## config.mk

```make
export PLATFORM = sky130hd
export DESIGN_NAME = brush_tool
export DESIGN_NICKNAME = d
export VERILOG_FILES = /design/src/rtl/brush_tool_pkg.sv /design/src/rtl/brush_scan_counter.sv /design/src/rtl/brush_tool.sv
export SDC_FILE = /design/constraint.sdc
export NUM_CORES = 1
export LEC_CHECK = 0
export CAP_MARGIN = 10
export CORE_MARGIN = 5
export CORE_UTILIZATION = 40
export CTS_CLUSTER_SIZE = 30
export DETAILED_ROUTE_END_ITERATION = 12
export PLACE_DENSITY = 0.75
export SLEW_MARGIN = 30
export SYNTH_ARGS = -nofsm -noshare
export SYNTH_HDL_FRONTEND = slang
export SYNTH_HIERARCHICAL = 1
export SYNTH_SLANG_ARGS = --single-unit
```

## constraint.sdc

```tcl
create_clock -name clk -period 6.6 [get_ports clk]
set_clock_uncertainty 0.15 [all_clocks]
set_input_delay 1.32 -clock clk [delete_from_list [all_inputs] [get_ports clk]]
set_output_delay 1.32 -clock clk [all_outputs]
set_load 0.01 [all_outputs]
```

## src/rtl/brush_tool_pkg.sv

```systemverilog
// Shared colour definitions and sizing helper for the brush stamping block.
// Latency: n/a (types and constants only).
// Backpressure: n/a.
package brush_tool_pkg;

  localparam int COLOR_WIDTH = 3;

  typedef logic [COLOR_WIDTH-1:0] color_t;

  localparam color_t COLOR_NONE  = 3'b000;
  localparam color_t COLOR_BLUE  = 3'b001;
  localparam color_t COLOR_GREEN = 3'b010;
  localparam color_t COLOR_RED   = 3'b100;
  localparam color_t COLOR_WHITE = 3'b111;

  // Requested edge length to the one actually stamped: 0 means a single pixel.
  function automatic int clamp_size(input int req, input int max_size);
    if (req < 1) return 1;
    if (req > max_size) return max_size;
    return req;
  endfunction

endpackage

```

## src/rtl/brush_scan_counter.sv

```systemverilog
// Raster offset counter for a square stamp: dx fastest, then dy, with last-offset flag.
// Latency: offset advances one step per cycle with step asserted; clear takes effect on the next edge.
// Backpressure: none; the owner gates step.
module brush_scan_counter #(
  parameter  int MAX_SIZE = 8,
  localparam int SW       = $clog2(MAX_SIZE + 1)
) (
  input  logic          clk,
  input  logic          reset,
  input  logic          clear,
  input  logic          step,
  input  logic [SW-1:0] size,
  output logic [SW-1:0] nxt_dx,
  output logic [SW-1:0] nxt_dy,
  output logic          last
);

  logic [SW-1:0] dx;
  logic [SW-1:0] dy;
  logic          x_end;
  logic          y_end;

  always_comb begin
    x_end  = (dx == size - SW'(1));
    y_end  = (dy == size - SW'(1));
    last   = x_end && y_end;
    nxt_dx = x_end ? '0 : dx + SW'(1);
    nxt_dy = x_end ? dy + SW'(1) : dy;
  end

  always_ff @(posedge clk) begin
    if (reset || clear) begin
      dx <= '0;
      dy <= '0;
    end else if (step) begin
      dx <= nxt_dx;
      dy <= nxt_dy;
    end
  end

endmodule

```

## src/rtl/brush_tool.sv

```systemverilog
// Stamps a clipped square brush as a stream of pixel writes, one offset per cycle.
// Latency: first pixel one cycle after accept; done pulses S*S+1 cycles after accept.
// Backpressure: none; start is only sampled in IDLE and ignored otherwise.
module brush_tool
  import brush_tool_pkg::*;
#(
  parameter  int WIDTH    = 640,
  parameter  int HEIGHT   = 480,
  parameter  int MAX_SIZE = 8,
  localparam int XW       = $clog2(WIDTH),
  localparam int YW       = $clog2(HEIGHT),
  localparam int SW       = $clog2(MAX_SIZE + 1)
) (
  input  logic                   clk,
  input  logic                   reset,
  input  logic                   start,
  input  logic                   erase,
  input  logic [XW-1:0]          cursor_x,
  input  logic [YW-1:0]          cursor_y,
  input  logic [SW-1:0]          brush_size,
  input  logic [COLOR_WIDTH-1:0] input_color,
  output logic [XW-1:0]          pixel_x,
  output logic [YW-1:0]          pixel_y,
  output logic [COLOR_WIDTH-1:0] pixel_color,
  output logic                   pixel_valid,
  output logic                   busy,
  output logic                   done
);

  typedef enum logic [1:0] {
    ST_IDLE,
    ST_DRAW,
    ST_DONE
  } state_t;

  state_t state;
  state_t state_nxt;

  logic [XW-1:0] x0_q;
  logic [YW-1:0] y0_q;
  logic [SW-1:0] size_q;
  color_t        color_q;

  logic          accept;
  logic          step;
  logic          last;
  logic [SW-1:0] nxt_dx;
  logic [SW-1:0] nxt_dy;

  logic [SW-1:0] size_eff;
  color_t        color_sel;
  logic [XW-1:0] base_x;
  logic [YW-1:0] base_y;
  logic [SW-1:0] off_x;
  logic [SW-1:0] off_y;
  logic [XW:0]   sum_x;
  logic [YW:0]   sum_y;
  logic          on_screen;

  logic [XW-1:0] pixel_x_nxt;
  logic [YW-1:0] pixel_y_nxt;
  color_t        pixel_color_nxt;
  logic          pixel_valid_nxt;
  logic          busy_nxt;
  logic          done_nxt;

  brush_scan_counter #(
    .MAX_SIZE(MAX_SIZE)
  ) u_scan (
    .clk    (clk),
    .reset  (reset),
    .clear  (accept),
    .step   (step),
    .size   (size_q),
    .nxt_dx (nxt_dx),
    .nxt_dy (nxt_dy),
    .last   (last)
  );

  always_ff @(posedge clk) begin
    if (reset) state <= ST_IDLE;
    else       state <= state_nxt;
  end

  always_comb begin
    state_nxt = state;
    accept    = 1'b0;
    step      = 1'b0;
    case (state)
      ST_IDLE: begin
        if (start) begin
          accept    = 1'b1;
          state_nxt = ST_DRAW;
        end
      end
      ST_DRAW: begin
        if (last) state_nxt = ST_DONE;
        else      step      = 1'b1;
      end
      ST_DONE: state_nxt = ST_IDLE;
      default: state_nxt = ST_IDLE;
    endcase
  end

  // Output registers are loaded with the pixel being entered, so on accept
  // the live cursor/colour are used directly with offset (0,0).
  always_comb begin
    size_eff  = SW'(clamp_size(int'(brush_size), MAX_SIZE));
    color_sel = accept ? (erase ? COLOR_NONE : input_color) : color_q;
    base_x    = accept ? cursor_x : x0_q;
    base_y    = accept ? cursor_y : y0_q;
    off_x     = accept ? '0 : nxt_dx;
    off_y     = accept ? '0 : nxt_dy;
    sum_x     = {1'b0, base_x} + (XW+1)'(off_x);
    sum_y     = {1'b0, base_y} + (YW+1)'(off_y);
    on_screen = (sum_x < (XW+1)'(WIDTH)) && (sum_y < (YW+1)'(HEIGHT));

    pixel_valid_nxt = (accept || step) && on_screen;
    pixel_x_nxt     = pixel_valid_nxt ? sum_x[XW-1:0] : pixel_x;
    pixel_y_nxt     = pixel_valid_nxt ? sum_y[YW-1:0] : pixel_y;
    pixel_color_nxt = pixel_valid_nxt ? color_sel : COLOR_NONE;
    busy_nxt        = (state_nxt == ST_DRAW);
    done_nxt        = (state_nxt == ST_DONE);
  end

  always_ff @(posedge clk) begin
    if (reset) begin
      x0_q        <= '0;
      y0_q        <= '0;
      size_q      <= '0;
      color_q     <= COLOR_NONE;
      pixel_x     <= '0;
      pixel_y     <= '0;
      pixel_color <= COLOR_NONE;
      pixel_valid <= 1'b0;
      busy        <= 1'b0;
      done        <= 1'b0;
    end else begin
      if (accept) begin
        x0_q    <= cursor_x;
        y0_q    <= cursor_y;
        size_q  <= size_eff;
        color_q <= color_sel;
      end
      pixel_x     <= pixel_x_nxt;
      pixel_y     <= pixel_y_nxt;
      pixel_color <= pixel_color_nxt;
      pixel_valid <= pixel_valid_nxt;
      busy        <= busy_nxt;
      done        <= done_nxt;
    end
  end

endmodule

```

==> Word-level counts from Yosys, hierarchy flattened <==
Index checks and enable logic that the tools add are counted.
{ "totals": {"reg_bits": 61, "word_cells": 57, "input_bits": 30, "output_inout_bits": 25} }
{ "classes": {"bitwise": 1, "magnitude_cmp": 4, "addsub": 5, "eq_ne": 5, "reduce_logical": 7, "mux": 22} }
{ "ops": {"columns": ["operator", "count"], "rows": [
  ["$mux W4", 7],
  ["$add A10 B4 Y11", 1],
  ["$lt A11 B10 Y1 const B", 1],
  ["$add A9 B4 Y10", 1],
  ["$lt A10 B9 Y1 const B", 1],
  ["$mux W10", 1],
  ["$mux W9", 1],
  ["$add A4 B1 Y4 const B", 2],
  ["$eq A4 B4 Y1", 2],
  ["$mux W1", 8],
  ["$mux W3", 2],
  ["$eq A2 B1 Y1 const B", 2],
  ["$gt A4 B4 Y1 const B", 1],
  ["$lt A4 B1 Y1 const B", 1],
  ["$mux W2", 2],
  ["$pmux W2 S2", 1],
  ["$sub A4 B1 Y4 const B", 1],
  ["$logic_and A1 B1 Y1", 3],
  ["$eq A2 B2 Y1 const B", 1],
  ["$logic_not A2 Y1", 1],
  ["$logic_or A1 B1 Y1", 2],
  ["$reduce_or A2 Y1", 1],
  ["$not A1 Y1", 1]
]} }

==> Depth between registers and ports, before layout <==
Gate-level depths: netlist (run 1).
{ "logic_depth": {"ltp_word": 10, "depth_mapped": 19, "depth_no_buf": 16} }

==> Cells and area by module <==
The synthesis (run 1) kept the hierarchy.
{ "modules_own_cells": {"columns": ["mod", "seq_area_each_um2", "cells_per_inst", "n_inst", "area_per_inst_um2"], "rows": [
  ["brush_tool", 1061.0, 318, 1, 2753.9],
  ["brush_scan_counter", 160.2, 79, 1, 680.7]
]} }

==> Worst setup path before layout (run 1) <==
Ideal clock, no wire load.
{ "synth_path": {"path_kind": "in2reg", "start": "input start", "end": "register pixel_x[9]", "setup_ps": 115, "stages": 17, "t_arrival_ps": 4729, "required_time_ps": 6335, "path_slack_ps": 1606, "n_path_buf": 5, "path_cell_list": "or3b_1 > buf_6 > inv_2 > clkbuf_1 > clkbuf_1 > nand2_1 > nand2_1 > ha_1 > a211oi_1 > or4_1 > nand4_1 > o31ai_1 > o41ai_2 > clkbuf_4 > nor2_2 > buf_6 > o21a_1"} }
{ "synth_via": {"elab_chain_cells": 7, "word_cells_on_any_way": 13, "cone_classes": "2 x add/sub; 2 x order compare; 6 x mux; 3 x reduce/logical"} }
{ "synth_rtl": {"columns": ["element", "line", "rtl"], "rows": [
  ["start: declaration", "brush_tool.sv:16", "input logic start,"],
  ["$mux W1", "brush_tool.sv:91", "if (start) begin"],
  ["$mux W1", "brush_tool.sv:89", "case (state)"],
  ["via accept", "brush_tool.sv:44", "logic accept;"],
  ["$mux W9", null, null],
  ["via base_y[2]", "brush_tool.sv:53", "logic [YW-1:0] base_y;"],
  ["$add A9 B4 Y10", "brush_tool.sv:115", "sum_y = {1'b0, base_y} + (YW+1)'(off_y);"],
  ["$lt A10 B9 Y1", "brush_tool.sv:116", "on_screen = (sum_x < (XW+1)'(WIDTH)) && (sum_y < (YW+1)'(HEIGHT));"],
  ["$logic_and A1 B1 Y1", "brush_tool.sv:116", null],
  ["$logic_and A1 B1 Y1", "brush_tool.sv:118", "pixel_valid_nxt = (accept || step) && on_screen;"],
  ["end signal: assignment", "brush_tool.sv:145", "pixel_x <= pixel_x_nxt;"],
  ["end: declaration", "brush_tool.sv:22", "output logic [XW-1:0] pixel_x,"]
]} }
The timed path passes the listed nets, and every way through them passes these cells.
A chain may end at the register's enable or synchronous reset.

==> Worst setup path after layout (run 1) <==
{ "layout_path": {"start": "input start", "end": "register pixel_y[2]"} }
{ "layout_via": {"elab_chain_cells": 7, "word_cells_on_any_way": 13, "cone_classes": "2 x add/sub; 2 x order compare; 6 x mux; 3 x reduce/logical"} }
{ "layout_rtl": {"columns": ["element", "line", "rtl"], "rows": [
  ["$mux W1 *", "brush_tool.sv:91", null],
  ["$mux W1 *", "brush_tool.sv:89", null],
  ["$mux W10, or another cell as far along", null, null],
  ["$add A10 B4 Y11 or $add A9 B4 Y10 (tied branches)", "brush_tool.sv:114, brush_tool.sv:115", null],
  ["$lt A11 B10 Y1 or $lt A10 B9 Y1 (tied branches)", "brush_tool.sv:116", null],
  ["$logic_and A1 B1 Y1", "brush_tool.sv:116", null],
  ["$logic_and A1 B1 Y1", "brush_tool.sv:118", null],
  ["end signal: assignment", "brush_tool.sv:146", "pixel_y <= pixel_y_nxt;"],
  ["end: declaration", "brush_tool.sv:23", "output logic [YW-1:0] pixel_y,"]
]} }
Every way passes the cells marked *; elsewhere a longest branch is shown, timed or not.

==> flow_metrics.py, run 1 <==
metrics = {
    "outcome": {
        "status": "finished clean",
    },
    "cts": {
        "cts_buffers": 9,
        "clockRootBuffer": "clkbuf_8",
        "path_clk_slew_ns": 0.07,
        "clock_latency_ns": 0.34,
        "cts_setup_buffers": 0,
        "htreeDepth": 3,
        "cts_sinks": 61,
        "clockBufferDepth": 2,
        "cts_tree": "yes",
        "hold_buffers": 0,
        "cts_resized": 0,
    },
    "global_routing": {
        "grt_max_degree": 59,
        "antenna_found_initial": 0,
        "grt_pass1_vias": 2924,
        "grt_usage_pct": 16.68,
        "grt_pass1_wl_um": 13820,
        "grt_overflow": 0,
    },
    "placement": {
        "dpl.hpwl_um": 6071,
        "port_buffers": 54,
        "pre_cts_ws_ns": 0.8924,
        "place_congestion": 0.8548,
    },
    "synth": {
        "synthSimpleGateAreaFrac_pct": 24.81,
        "synth_area_sq_um": 3435,
        "synth.area.mux_share_pct": 4.954,
        "synth_xor_area_share_pct": 7.796,
        "synthCells": 397,
        "yosys_warnings": 6,
        "seq_area_frac_synth_pct": 35.56,
        "synth-async-reset-ratio_pct": 0,
        "synth_edf_count": 0,
        "synth_fp_nets": 440,
        "avgSynthCellArea_sq_um": 8.651,
        "synth-main-ff-cell": "dfxtp_1",
        "ys_seq_elements": 61,
        "synthAdderAreaFrac_pct": 5.173,
        "synth_top_family_by_area": "simple AND/OR/NAND/NOR gates",
        "yosysUniqueCellTypes": 58,
        "synth-compound-area-share_pct": 18.07,
    },
    "sta": {
        "fmax_mhz": 185.5,
        "setup_ws_ns": 1.210,
        "whs_ns": 0.3110,
        "tightest_slew_ns": 0.7276,
        "max_slew_margin_pct": 51.49,
        "drv_slew": 0,
        "setup_viol": 0,
        "period_share_pct": 81.67,
        "fin_crit_ns": 5.390,
        "fin_tns_setup_ns": 0,
        "rsz0062_at_grt": "no",
        "hold_viol": 0,
    },
    "critical_path": {
        "startpoint": "start",
        "r2r_cells": 15,
        "crit_chain": "clkdlybuf4s50_1 > or3b_1 > buf_4 > and2_1 > ha_1 > fa_1 > a21o_1 > a21oi_1 > nand3b_1 > o311a_1 > o41a_1 > a21oi_1 > a211oi_2",
        "crit_arrival_ns": 5.50,
        "path_class": "input pin to flop",
        "slowest_delay_ns": 0.64,
        "rr_endpoint": "pixel_y[2]",
        "critPathLaunchType": "input pin",
        "r2r_slack_ns": 1.62,
        "slowest_stage": "o41a_1",
        "r2r-start": "size_q[0]",
        "cp_max_fo": 33,
        "end_kind": "flop",
        "critPathMostFrequentCell": "a21oi_1",
        "cp_data_required_time_ns": 6.71,
    },
    "power": {
        "pwr-share-clk_pct": 36.3,
        "p_comb_share_pct": 19.9,
        "p_switching_mw": 0.2662,
        "power_frac_seq_pct": 43.8,
        "p_int_mw": 0.6582,
        "power_switching_share_pct": 28.80,
        "ir_drop_v": 0.0001011,
        "p_leak_nw": 1.678,
        "p_per_area_nw_per_um2": 218.8,
        "finalPower_mw": 0.9244,
    },
    "layout": {
        "fin_nets": 489,
        "area_growth_pct": 23.02,
        "diodes": 0,
        "drive_above_1_share_pct": 9.313,
    },
    "job": {
        "maxCapViolCount": 0,
    },
    "detailed_routing": {
        "vias": 2982,
        "drc_errors": 0,
        "ant_nets": 0,
        "drt_iter0_markers": 172,
        "wl_per_cell_um": 15.11,
        "route.final.wire_length_um": 8402,
        "drtPass1Iterations": 4,
        "viasPerCell": 5.363,
    },
    "die": {
        "ios": 55,
        "core_sq_um": 8299,
        "die_area_sq_um": 10540,
        "fp.dieH_um": 102.7,
        "rows": 33,
        "initial_core_util_pct": 41.38,
        "die_w_um": 102.7,
    },
    "worst_hold_path": {
        "min_from": "color_q[2]",
        "hold_end": "color_q[2]",
        "hold_path_depth": 2,
        "hp-class": "flop to flop",
    },
}
Yosys cell counts, drive strengths merged, types with 5 or more instances:
cell | n | area, sq um
xnor2 | 15 | 131.4
dfxtp | 61 | 1221
nor2 | 24 | 92.59
o21ai | 26 | 133.9
nand3 | 18 | 90.09
inv | 5 | 18.76
clkbuf | 14 | 56.31
and3 | 5 | 31.28
nor3 | 6 | 35.03
nor2b | 5 | 31.28
nand2b | 6 | 37.54
buf | 5 | 50.04
mux2i | 14 | 140.1
a211oi | 8 | 80.08
or4 | 7 | 52.55
and2 | 9 | 56.30
xor2 | 12 | 112.6
a21oi | 40 | 200.2
nand4 | 8 | 56.30
nand3b | 10 | 75.07
ha | 11 | 137.6
nand2 | 45 | 168.9
stage by stage:
step                      instance area [sq um]  util (%)  std cells
final                                      4225     50.91        556
after global routing                       4225     50.91        556
after CTS                                  4223     50.88        556
after detailed placement                   4023     48.47        540
after global placement                     4018     48.41        540
after floorplan                            3435         -        397
sequential cells by signal, indices dropped and copies added, names as in the netlist:
register	flops
pixel_x	10
busy	1
done	1
x0_q	10
size_q	4
pixel_color	3
y0_q	9
u_scan/dy	4
state	2
pixel_y	9
pixel_valid	1
color_q	3
u_scan/dx	4
final cells by class:
type / count / area, sq um
clock inverter: 6 / 62.56
fill: 783 / 4074
sequential: 61 / 1221
multi-input combinational: 312 / 2093
clock buffer: 10 / 137.6
tap: 105 / 131.4
timing repair buffer: 57 / 560.5
inverter: 5 / 18.77
critical path: cells and delay by family:
family / cells / cell delay (ns)
adders and majority gates: 2 / 0.65
AOI/OAI and AO/OA: 6 / 1.92
and+or+nand+nor: 3 / 0.84
buffers and inverters: 2 / 0.77
cells by family after synthesis:
family          after synthesis
compound gates               97
xor+xnor                     28
fa+ha+maj                    13
buf+inv                      24
flops                        61
mux                          16
simple gates                158
layer usage:
layer	GRT usage, %	wire, um
met1	22.08	3984
met2	26.46	3773
met3	3.654	530
met4	6.559	113
met5	0	0
worst max-delay path by stage:
| stage | endpoint | depth (start not counted) |
|---|---|---|
| 3_5_place_dp | pixel_y[2] | 13 |
| 6_report | pixel_y[2] | 13 |
| 4_1_cts | pixel_y[2] | 13 |
| 2_1_floorplan | pixel_x[9] | 17 |
| 3_3_place_gp | pixel_y[4] | 13 |
| 5_1_grt | pixel_y[2] | 14 |
cell usage in the layout (no fill, tap or decap), types with 9 or more instances in the layout:
cell type / instances
a21oi_1: 40
and2_1: 9
clkbuf_8: 10
clkdlybuf4s50_1: 53
dfxtp_1: 61
ha_1: 11
mux2i_1: 14
nand2_1: 45
nand3_1: 18
nand3b_1: 10
nor2_1: 23
o21ai_0: 20
xnor2_1: 15
xor2_1: 11
power groups by stage:
stage,clock network (mW),registers (mW),logic (mW)
after floorplan,0,0.416,0.111
after global placement,0,0.413,0.179
after detailed placement,0,0.413,0.182
after CTS,0.343,0.405,0.184
after global routing,0.358,0.408,0.202
final,0.335,0.405,0.184
Note: power is estimated with default switching activity, not from simulation.
==> inputs of run 2 (changes only) <==
==> constraint.sdc (replaced) <==
create_clock -name clk -period 5.5 [get_ports clk]
set_clock_uncertainty 0.15 [all_clocks]
set_input_delay 1.1 -clock clk [delete_from_list [all_inputs] [get_ports clk]]
set_output_delay 1.1 -clock clk [all_outputs]
set_load 0.01 [all_outputs]
==> flow_metrics.py, run 2 (synthesized netlist as in run 1, its figures left out) <==
metrics = {
    "layout": {
        "top_regs": "pixel_x: 10 flops, x0_q: 10 flops",
        "fin_nets": 493,
        "drive_above_1_share_pct": 9.471,
        "diodes": 0,
        "mostFrequentLayoutCell": "dfxtp_1",
        "area_growth_pct": 24.55,
        "final_cell_mix": "61 x dfxtp_1, 53 x clkdlybuf4s50_1, 45 x nand2_1, 40 x a21oi_1, 23 x nor2_1",
        "fin_cells": 559,
    },
    "detailed_routing": {
        "viasPerCell": 5.485,
        "vias": 3066,
        "ant_nets": 0,
        "route.final.wire_length_um": 8595,
        "drc_errors": 0,
        "drtPass1Iterations": 4,
        "drt_iter0_markers": 193,
        "wl_per_cell_um": 15.38,
    },
    "sta": {
        "setup_viol": 0,
        "fin_tns_setup_ns": 0,
        "fin_crit_ns": 4.992,
        "fmax_mhz": 200.3,
        "tightest_slew_ns": 0.7298,
        "hold_viol": 0,
        "period_share_pct": 90.76,
        "rsz0062_at_grt": "no",
        "max_slew_margin_pct": 50.81,
        "whs_ns": 0.3073,
        "drv_slew": 0,
    },
    "power": {
        "p_per_area_nw_per_um2": 275.7,
        "p_leak_nw": 1.714,
        "finalPower_mw": 1.180,
        "ir_drop_v": 0.0001029,
    },
    "die": {
        "fp.dieH_um": 102.7,
        "die_area_sq_um": 10540,
        "rows": 33,
        "initial_core_util_pct": 41.38,
        "ios": 55,
        "die_w_um": 102.7,
        "core_sq_um": 8299,
    },
    "global_routing": {
        "grt_overflow": 0,
        "antenna_found_initial": 0,
        "grt_usage_pct": 17.27,
        "grt_pass1_vias": 2943,
        "grt_max_degree": 59,
        "grt_pass1_wl_um": 14300,
    },
    "placement": {
        "dpl.hpwl_um": 6266,
        "place_congestion": 0.8860,
        "dp.cells": 544,
        "port_buffers": 54,
    },
    "critical_path": {
        "cp_data_required_time_ns": 5.61,
        "critPathLaunchType": "flop",
        "crit_arrival_ns": 5.10,
        "r2r_slack_ns": 0.51,
        "end_kind": "flop",
        "path_class": "flop to flop",
        "cp_max_fo": 17,
    },
    "cts": {
        "cts_resized": 0,
        "hold_buffers": 0,
        "clockBufferDepth": 2,
        "cts_tree": "yes",
        "clockRootBuffer": "clkbuf_8",
        "htreeDepth": 3,
        "cts_buffers": 9,
        "cts_sinks": 61,
        "clock_latency_ns": 0.34,
        "cts_setup_buffers": 0,
        "path_clk_slew_ns": 0.07,
    },
    "worst_hold_path": {
        "hp-class": "flop to flop",
    },
    "outcome": {
        "status": "finished clean",
    },
    "job": {
        "maxCapViolCount": 0,
    },
}
run 2: cell count changes in the layout (fill, tap and decap cells not counted):
| cell | delta |
|---|---|
| clkbuf_1 | +1 |
| clkinvlp_4 | -3 |
| buf_4 | +4 |
| nor3b_2 | -1 |
| clkbuf_8 | -1 |
| bufinv_16 | +2 |
| nor3b_1 | +1 |
run 2: layout make-up:
cell class,instances,area (sq um)
Fill cell,748,4021
Clock buffer,10,127.6
Multi-Input combinational cell,312,2088
Clock inverter,5,100.1
Sequential cell,61,1221
Timing Repair Buffer,61,590.6
Inverter,5,18.77
Tap cell,105,131.4
run 2: routing by layer:
metal	share of wire (%)	track usage (%)
met1	47	23.79
met2	45	26.76
met3	6.4	3.518
met4	1.7	6.256
met5	0	0
run 2: power by group:
group          internal (mW)  switching, mW
logic                  0.104          0.122
registers              0.469         0.0170
clock network          0.297          0.170
total                  0.870          0.310
run 2: worst paths after layout:
| check | endpoint | cells past startpoint | start |
|---|---|---|---|
| setup / recovery | pixel_x[2] | 15 | size_q[0] |
| hold / removal | color_q[2] | 2 | color_q[2] |
| setup reg to reg | pixel_x[2] | 15 | size_q[0] |
| hold reg to reg | color_q[2] | 2 | color_q[2] |
run 2: worst max-delay path, stage by stage (launching register included):
cell and delay (ns):
dfxtp_1 0.45, inv_1 0.08, ha_1 0.33, xor2_1 0.25
and2_1 0.21, and3_1 0.40, mux2_4 0.33, and2_1 0.18
ha_1 0.32, a211o_1 0.29, a21oi_1 0.28, nor3_1 0.09
o31ai_1 0.43, o41a_1 0.71, a21oi_1 0.19, a211oi_2 0.22
run 2: through the flow:
stage,worst slack [ns],area [sq um],utilization (%)
floorplan,0.7262,3435,-
global placement,0.3554,4048,48.77
detailed placement,0.2819,4048,48.77
CTS,0.5519,4275,51.52
global route,0.1203,4278,51.55
finish,0.5083,4278,51.55
